### config.mk
export PLATFORM = sky130hd
export DESIGN_NAME = prco_fetch_flat
export DESIGN_NICKNAME = d
export VERILOG_FILES = /design/src/rtl/prco_fetch_if.sv /design/src/rtl/prco_fetch.sv /design/src/flat_wrapper.sv
export SDC_FILE = /design/constraint.sdc
export NUM_CORES = 1
export LEC_CHECK = 0
export BUFFER_PORTS_ARGS = -buffer_cell sky130_fd_sc_hd__buf_4
export CAP_MARGIN = 20
export CORE_ASPECT_RATIO = 2
export CORE_MARGIN = 2
export CORE_UTILIZATION = 30
export CTS_CLUSTER_DIAMETER = 50
export DETAILED_ROUTE_END_ITERATION = 8
export PLACE_DENSITY_LB_ADDON = 0.2
export SKIP_CTS_REPAIR_TIMING = 1
export SYNTH_ARGS = -nofsm -noshare
export SYNTH_HDL_FRONTEND = slang
export SYNTH_SLANG_ARGS = --single-unit
### constraint.sdc
create_clock -name i_clk -period 2.5 [get_ports i_clk]
set_input_delay 0.5 -clock i_clk [delete_from_list [all_inputs] [get_ports i_clk]]
set_output_delay 0.5 -clock i_clk [all_outputs]
set_load 0.01 [all_outputs]
### src/rtl/prco_fetch_if.sv
// Instruction-memory read bus between the fetch stage (master) and memory (slave).
interface prco_fetch_if;
    logic        q_mem_req;
    logic [15:0] q_mem_addr;
    logic        i_mem_ack;
    logic [15:0] i_mem_rdata;

    modport master (
        output q_mem_req,
        output q_mem_addr,
        input  i_mem_ack,
        input  i_mem_rdata
    );

    modport slave (
        input  q_mem_req,
        input  q_mem_addr,
        output i_mem_ack,
        output i_mem_rdata
    );
endinterface

### src/rtl/prco_fetch.sv
// PRCO instruction fetch stage: holds the PC, reads instruction memory over a
// req/ack handshake and hands each instruction to the decoder with a q_ce strobe.
module prco_fetch #(
    parameter logic [15:0] RESET_PC = 16'h0000
) (
    input  logic               i_clk,
    input  logic               i_reset,
    input  logic               i_en,
    input  logic               i_fetch,
    input  logic               i_pc_we,
    input  logic [15:0]        i_pc_wdata,
    prco_fetch_if.master       mem,
    output logic               q_ce,
    output logic [15:0]        q_instr,
    output logic [15:0]        q_pc,
    output logic               q_busy
);

    typedef enum logic {
        ST_IDLE = 1'b0,
        ST_REQ  = 1'b1
    } state_e;

    state_e      state_q, state_d;
    logic [15:0] pc_q, pc_d;
    logic        pending_q, pending_d;
    logic        flush_q, flush_d;
    logic        mem_req_q, mem_req_d;
    logic [15:0] mem_addr_q, mem_addr_d;
    logic        ce_q, ce_d;
    logic [15:0] instr_q, instr_d;
    logic [15:0] pc_out_q, pc_out_d;

    logic start_fetch;
    logic flushed_ack;

    assign start_fetch = i_en && (pending_q || i_fetch);
    // A jump landing in the ack cycle must also kill the returning data.
    assign flushed_ack = flush_q || i_pc_we;

    // State register.
    // NOTE: sequential state uses non-blocking (<=) so every flop samples
    // pre-edge values regardless of statement order.
    always_ff @(posedge i_clk or posedge i_reset) begin
        if (i_reset) begin
            state_q    <= ST_IDLE;
            pc_q       <= RESET_PC;
            pending_q  <= 1'b1;
            flush_q    <= 1'b0;
            mem_req_q  <= 1'b0;
            mem_addr_q <= 16'h0000;
            ce_q       <= 1'b0;
            instr_q    <= 16'h0000;
            pc_out_q   <= 16'h0000;
        end else begin
            state_q    <= state_d;
            pc_q       <= pc_d;
            pending_q  <= pending_d;
            flush_q    <= flush_d;
            mem_req_q  <= mem_req_d;
            mem_addr_q <= mem_addr_d;
            ce_q       <= ce_d;
            instr_q    <= instr_d;
            pc_out_q   <= pc_out_d;
        end
    end

    // Next-state logic.
    always_comb begin
        state_d = state_q;
        case (state_q)
            ST_IDLE: if (start_fetch)   state_d = ST_REQ;
            ST_REQ:  if (mem.i_mem_ack) state_d = ST_IDLE;
            default:                    state_d = ST_IDLE;
        endcase
    end

    // Output and datapath logic.
    // NOTE: every signal gets a default before the case so no path leaves it
    // unassigned, which would otherwise infer a latch.
    always_comb begin
        pc_d       = pc_q;
        pending_d  = pending_q;
        flush_d    = flush_q;
        mem_req_d  = mem_req_q;
        mem_addr_d = mem_addr_q;
        ce_d       = 1'b0;
        instr_d    = instr_q;
        pc_out_d   = pc_out_q;

        case (state_q)
            ST_IDLE: begin
                if (i_pc_we) pc_d = i_pc_wdata;
                if (start_fetch) begin
                    mem_req_d  = 1'b1;
                    mem_addr_d = i_pc_we ? i_pc_wdata : pc_q;
                    pending_d  = 1'b0;
                end else if (i_fetch) begin
                    pending_d  = 1'b1;
                end
            end
            ST_REQ: begin
                if (i_fetch) pending_d = 1'b1;
                if (i_pc_we) begin
                    pc_d      = i_pc_wdata;
                    flush_d   = 1'b1;
                    pending_d = 1'b1;
                end
                if (mem.i_mem_ack) begin
                    mem_req_d = 1'b0;
                    if (flushed_ack) begin
                        flush_d   = 1'b0;
                        pending_d = 1'b1;
                    end else begin
                        instr_d  = mem.i_mem_rdata;
                        pc_out_d = mem_addr_q;
                        pc_d     = mem_addr_q + 16'd1;
                        ce_d     = 1'b1;
                    end
                end
            end
            default: ;
        endcase
    end

    assign mem.q_mem_req  = mem_req_q;
    assign mem.q_mem_addr = mem_addr_q;
    assign q_ce           = ce_q;
    assign q_instr        = instr_q;
    assign q_pc           = pc_out_q;
    assign q_busy         = (state_q == ST_REQ);

endmodule

### src/flat_wrapper.sv
// flat-port wrapper written by rule: the top's interface ports become plain ports
module prco_fetch_flat 
#(
    parameter logic [15:0] RESET_PC = 16'h0000
)
  (i_clk, i_reset, i_en, i_fetch, i_pc_we, i_pc_wdata, q_ce, q_instr, q_pc, q_busy, mem_q_mem_req, mem_q_mem_addr, mem_i_mem_ack, mem_i_mem_rdata);
  prco_fetch_if mem_i ();
  input  logic i_clk;
  input  logic i_reset;
  input  logic i_en;
  input  logic i_fetch;
  input  logic i_pc_we;
  input  logic [15:0] i_pc_wdata;
  output logic q_ce;
  output logic [15:0] q_instr;
  output logic [15:0] q_pc;
  output logic q_busy;
  output wire logic [$bits(mem_i.q_mem_req)-1:0] mem_q_mem_req;
  output wire logic [$bits(mem_i.q_mem_addr)-1:0] mem_q_mem_addr;
  input wire logic [$bits(mem_i.i_mem_ack)-1:0] mem_i_mem_ack;
  input wire logic [$bits(mem_i.i_mem_rdata)-1:0] mem_i_mem_rdata;
  assign mem_q_mem_req = mem_i.q_mem_req;
  assign mem_q_mem_addr = mem_i.q_mem_addr;
  assign mem_i.i_mem_ack = mem_i_mem_ack;
  assign mem_i.i_mem_rdata = mem_i_mem_rdata;
  prco_fetch #(.RESET_PC(RESET_PC)) u_core (.i_clk(i_clk), .i_reset(i_reset), .i_en(i_en), .i_fetch(i_fetch), .i_pc_we(i_pc_we), .i_pc_wdata(i_pc_wdata), .mem(mem_i), .q_ce(q_ce), .q_instr(q_instr), .q_pc(q_pc), .q_busy(q_busy));
endmodule
==> metrics.txt, run 1 <==
arrival time at the worst endpoint=approximately 2100 ps; Place WS=486 ps; grt ovf=0; largest stage delay on the critical path=about 480 ps; CTS buffer count=9; CP top delay family=simple AND/OR/NAND/NOR gates; Slew headroom=0.591; wire per inst=14.4 microns; P per Cell Area=about 1100 nW/um^2; FF+latch count, synth=69; Final min period=approximately 1900 ps; DP Wirelength=5120 microns; Required @ worst endpoint=about 2700 ps; Main synth FF type=dfrtp_1; total track usage=0.152; DR iter-0 viols=95; most frequent CP cell=a211oi_1; Starting Density=0.309; worst-case clock buffer depth=2; Post-synth EDFFs=0; hold_ws=roughly 260 ps; startpoint types=flip-flop; min-delay worst type=input port to asynchronous set/reset pin; worst skew pair latency=roughly 330 ps; share of layout cells above drive strength 1=0.289; net count after synthesis=339; CP bufs+invs=1; initial antenna violation count=0; Final Total Pwr=4550 uW; Vias=2,348; Die Y=between 100 and 150 microns; Num Clock Sinks=69; setup TNS=0 ps; number of cells on the critical path=5; Max-cap violations=0; Worst R2R Path Depth=5; skew final=about 5.7 ps; CTS tree=done; RSZ-0062 raised after global routing=no; Syn Area/Cell=about 10 sq um; register area share after synthesis=0.572; port bufs=88; Die Wd=about 75 microns; DRT Wirelength=7570 microns; clock root buffer master=clkbuf_16; post-DR vias/cell=approximately 4.5; # IOs=slightly below 90; worst slew pin tran=612 ps; Cell Area, Synth=3020 sq um; GP Congestion=between 0.7 and 0.8; htree depth=3; Max rail drop VDD=between 0.4 and 0.5 mV; post-synthesis cell type count=32; final setup vio count=0; fin. max-slew vios=0; CP Capture Type=flip-flop; setup ws final=a little over 600 ps; die area=approximately 11,000 sq um; first-pass GRT wire length=roughly 13,000 microns; Synth warnings=0; 1st-pass router iterations=4; post-route insts no fill=around 530; FP Rows=between 50 and 60; FFs w/ async S/R, synth=1.00; Worst path slowest cell=dfrtp_1; Final Hold Viols=0; # placed instances=510; Core ar.=between 9000 and 10,000 sq um; peak fanout along the critical path=49; ANT nets after route=0; Layout area overhead=33.7%; max frequency=roughly 530 MHz; Synth Instances=300; status=complete, no violations; worst-path cell chain=nand2_1 > or3_2 > buf_4 > a211oi_1 > a211oi_1; antenna diode count=0; largest net degree at the start of global routing=50; vias in the first global route=2,454; clock transition at the registers of the reported paths=50 ps; WS Path Type=flip-flop to flip-flop; Final Cycle Share=0.758; leakage=around 0.0020 uW; Nets=about 430; # DRC=0
power by group:
part           leakage (uW)  switching, uW  internal, uW
clock network      0.000134            443           725
registers          0.000814            342          1540
logic               0.00105            742           765
cells in the mapped netlist, types with 2 or more instances:
library cell	instances	area share
nor3_1	3	0.0050
nand2_1	94	0.12
nand3_1	4	0.0066
a211oi_1	2	0.0050
and3_1	2	0.0041
nand4_1	2	0.0041
xnor2_1	9	0.026
nor2_1	24	0.030
buf_2	4	0.0066
mux2i_1	25	0.083
dfrtp_1	68	0.56
nor4_1	3	0.0062
clkbuf_1	4	0.0050
buf_6	7	0.026
o21ai_0	3	0.0050
a21o_1	3	0.0075
inv_1	4	0.0050
a21oi_1	25	0.041
path summary, 6_finish.rpt:
| path | start | to | slack (ps) |
|---|---|---|---|
| max | u_core.q_busy | u_core.pc_q[8] | 600 |
| min | i_reset | u_core.q_instr[14] | 260 |
| max reg2reg | u_core.q_busy | u_core.pc_q[8] | 600 |
| min reg2reg | u_core.q_instr[5] | u_core.q_instr[5] | 470 |
| max in group asynchronous | i_reset | u_core.mem.q_mem_addr[12] | 1460 |
| min in group i_clk | i_en | u_core.pending_q | 340 |
flip-flops by register name, indices dropped and copies added, names as in the netlist:
| signal | flops |
|---|---|
| u_core.mem.q_mem_addr | 16 |
| u_core.pc_q | 16 |
| u_core.q_instr | 16 |
| u_core.q_pc | 16 |
| u_core.flush_q | 1 |
| u_core.mem.q_mem_req | 1 |
| u_core.pending_q | 1 |
| u_core.q_busy | 1 |
| u_core.q_ce | 1 |
layout by cell type, fill, tap and decap left out, types with 4 or more instances in the layout:
cell type	n
xnor2_1	9
buf_4	94
a21oi_1	25
nand3_1	4
mux2i_1	25
clkbuf_16	9
dfrtp_1	68
clkbuf_1	4
nand2_1	94
nor2_1	24
through the flow:
step                       util  area [sq um]
after floorplan               -          3020
after global placement    0.386          3770
after detailed placement  0.386          3770
after CTS                 0.414          4040
after global routing      0.414          4040
final                     0.414          4040
logic make-up (layout without fill, tap and decap cells):
group / Yosys count / in the layout / synth area share
xor gates and xnor gates: 10 / 10 / 0.0290
and+or+nand+nor: 136 / 136 / 0.184
adders and majority gates: 1 / 1 / 0.00414
DFF: 69 / 69 / 0.572
AOI/OAI and AO/OA: 38 / 38 / 0.0762
muxes: 25 / 25 / 0.0828
buffers and inverters: 21 / 115 / 0.0522
area by class of cell:
cell class	instances	area, sq um
Timing Repair Buffer	94	706
Inverter	5	23.8
Multi-Input combinational cell	210	1140
Tap cell	132	165
Clock buffer	15	268
Fill cell	994	5720
Sequential cell	69	1730
Clock inverter	1	5.00
metal layers:
layer  part of all wire  global-route usage
met1               0.41               0.177
met2               0.54               0.257
met3              0.045              0.0374
met4              0.013              0.0643
met5                  0                   0
worst register-to-register path, stage by stage, from the launching register on:
cell and delay, ps:
dfrtp_1 480, nand2_1 100, or3_2 480, buf_4 330, a211oi_1 290, a211oi_1 70
(Power assumes the default switching activity.)
==> inputs of run 2 (changes only) <==
- ABC_AREA: unset -> 1
- clock period: 2.5 -> 2 ns (I/O delays scaled with it)
==> run 2 against run 1 <==
Against the previous run:
- area after synthesis grew 2.0%
- design area grew 4.0%
- maximum frequency grew 18%
- critical path depth grew 1
- wire length grew 12%
- register-to-register slack lost 210 ps
- final cell count grew 16%
- critical path type unchanged
==> metrics.txt, run 2 <==
status=complete, no violations; fin. max-slew vios=0; Final min period=around 1600 ps; worst skew pair latency=330 ps; Worst path slowest cell=dfrtp_1; share of layout cells above drive strength 1=0.257; vias in the first global route=between 2,000 and 3,000; switching part of the total=0.331; Final Cycle Share=0.801; Synth area leaders=dfrtp_1 55%, nand2_1 20%, o21ai_0 3.7%; arrival time at the worst endpoint=1860 ps; die area=between 10,000 and 15,000 sq um; P per Cell Area=1330 nW/um^2; Num Clock Sinks=69; DRT Wirelength=8450 microns; Core ar.=10,100 sq um; Clock power frac=0.277; worst-path cell chain=nand2_1 > nor2_4 > inv_2 > buf_4 > nand2_1 > o21ai_1; leakage=about 0.0022 uW; total track usage=0.163; # IOs=between 80 and 90; Max rail drop VDD=between 0.4 and 0.5 mV; register area share after synthesis=0.560; Cell Area, Synth=just over 3000 sq um; first-pass GRT wire length=~14,000 microns; Syn Area/Cell=roughly 8.2 sq um; GP Congestion=slightly below 0.8; Starting Density=0.306; Nets=between 500 and 600; Synth area leader=dfrtp_1; max frequency=between 600 and 700 MHz; post-layout util=0.417; Post-synth EDFFs=0; wire per inst=roughly 14 microns; most frequent CP cell=nand2_1; clock transition at the registers of the reported paths=approximately 50 ps; NetSw=approximately 1900 uW; worst slew pin tran=around 540 ps; FFs w/ async S/R, synth=1.00; Reg power frac=0.402; RSZ-0062 raised after global routing=no; FF+latch count, synth=69; Max-cap violations=0; peak fanout along the critical path=22; min-delay worst type=input port to asynchronous set/reset pin; Final Hold Viols=0; count leader, synth=nand2_1; Synth Instances=around 380; CP top delay family=buffers and inverters; # DRC=0; htree depth=3; DP Wirelength=slightly above 6000 microns; CP Capture Type=flip-flop; commonest cells in the synthesized netlist=164 x nand2_1, 68 x dfrtp_1, 29 x inv_1; internal power=3750 uW; Die Y=about 150 microns; CP bufs+invs=2; Layout area overhead=36.2%; 1st-pass router iterations=4; final setup vio count=0; Synth warnings=0; Slew headroom=0.641; post-synthesis cell type count=25; Main synth FF type=dfrtp_1; setup TNS=0 ps; ANT nets after route=0; most frequent cells in the layout=164 x nand2_1, 100 x buf_4, 68 x dfrtp_1; FP Rows=52; skew final=between 4 and 5 ps; startpoint types=flip-flop; CTS tree=done; CTS buffer count=9; Die Wd=75.7 microns; net count after synthesis=415; worst-case clock buffer depth=2; post-DR vias/cell=4.44; post-synth top area share=0.552; grt ovf=0; clock root buffer master=clkbuf_16; Vias=~2,700; Required @ worst endpoint=roughly 2300 ps; antenna diode count=0; Gate power share=0.321; largest net degree at the start of global routing=40; WS Path Type=flip-flop to flip-flop; port bufs=between 80 and 90; most common cell after layout, fill and taps aside=nand2_1; DR iter-0 viols=142; initial antenna violation count=0; largest stage delay on the critical path=440 ps
==> run 2: cell count changes in the layout (fill, tap and decap cells not counted), sizes merged, moves of 5 or more <==
cell   before  now
nor2       24   19
a21oi      25    1
xnor2       9    1
nand3       4   17
buf        94  100
inv         5   29
nand2      94  164
mux2i      25    2
o21ai       3   38
==> run 2: stage by stage <==
stage	hold slack (ps)	std cells	worst slack [ps]	power [uW]	area, sq um
2_1_floorplan	466	376	446	3100	3090
3_3_place_gp	459	594	357	4070	3900
3_5_place_dp	462	594	311	4100	3900
4_1_cts	122	609	403	5700	4200
5_1_grt	153	609	250	5990	4200
6_report	109	609	397	5600	4200
==> run 2: kinds of logic (layout without fill, tap and decap cells) <==
logic type                 Yosys count  count (layout)  share of synthesized area
AOI/OAI and AO/OA                   43              43                     0.0722
xor gates and xnor gates             4               4                     0.0114
adders and majority gates            1               1                    0.00406
buffers and inverters               47             145                     0.0718
DFF                                 69              69                      0.560
muxes                                2               2                    0.00649
and+or+nand+nor                    210             210                      0.274
==> run 2: metal layers <==
layer  vias to the layer above  global-route usage  routed length, microns
met5                         -                   0                       0
met4                         0              0.0632                     148
met3                         9              0.0343                     421
met2                        67               0.266                    4480
met1                      1263               0.207                    3400
li1                       1362                   -                       -
==> run 2: final timing paths <==
check / to / slack, ps / cells after the start / startpoint
min in group i_clk: u_core.q_busy / 260 / 2 / mem_i_mem_ack
max in group asynchronous: u_core.q_instr[3] / 1280 / 3 / i_reset
max reg2reg: u_core.q_pc[12] / 400 / 6 / u_core.q_busy
max: u_core.q_pc[12] / 400 / 6 / u_core.q_busy
min: u_core.mem.q_mem_addr[11] / 110 / 2 / i_reset
min reg2reg: u_core.q_instr[15] / 470 / 2 / u_core.q_instr[15]
==> run 2: worst reg2reg max path, stage by stage (launching register included) <==
cell     delay (ps)
dfrtp_1         440
nand2_1         190
nor2_4           60
inv_2           320
buf_4           340
nand2_1         100
o21ai_1          80
==> run 2: power by group through the flow <==
stage	registers, uW	logic, uW	clock network [uW]
global route	2320	2010	1660
detailed placement	2270	1830	0
global placement	2270	1800	0
finish	2250	1800	1550
CTS	2260	1840	1610
floorplan	2400	703	0
==> run 2: final cells by class <==
class | count | area [sq um]
clock buffers | 15 | 298
inverters | 30 | 116
multi-input cells | 260 | 1140
repair buffers | 100 | 751
well taps | 135 | 169
fillers | 1043 | 5880
flip-flops and latches | 69 | 1730
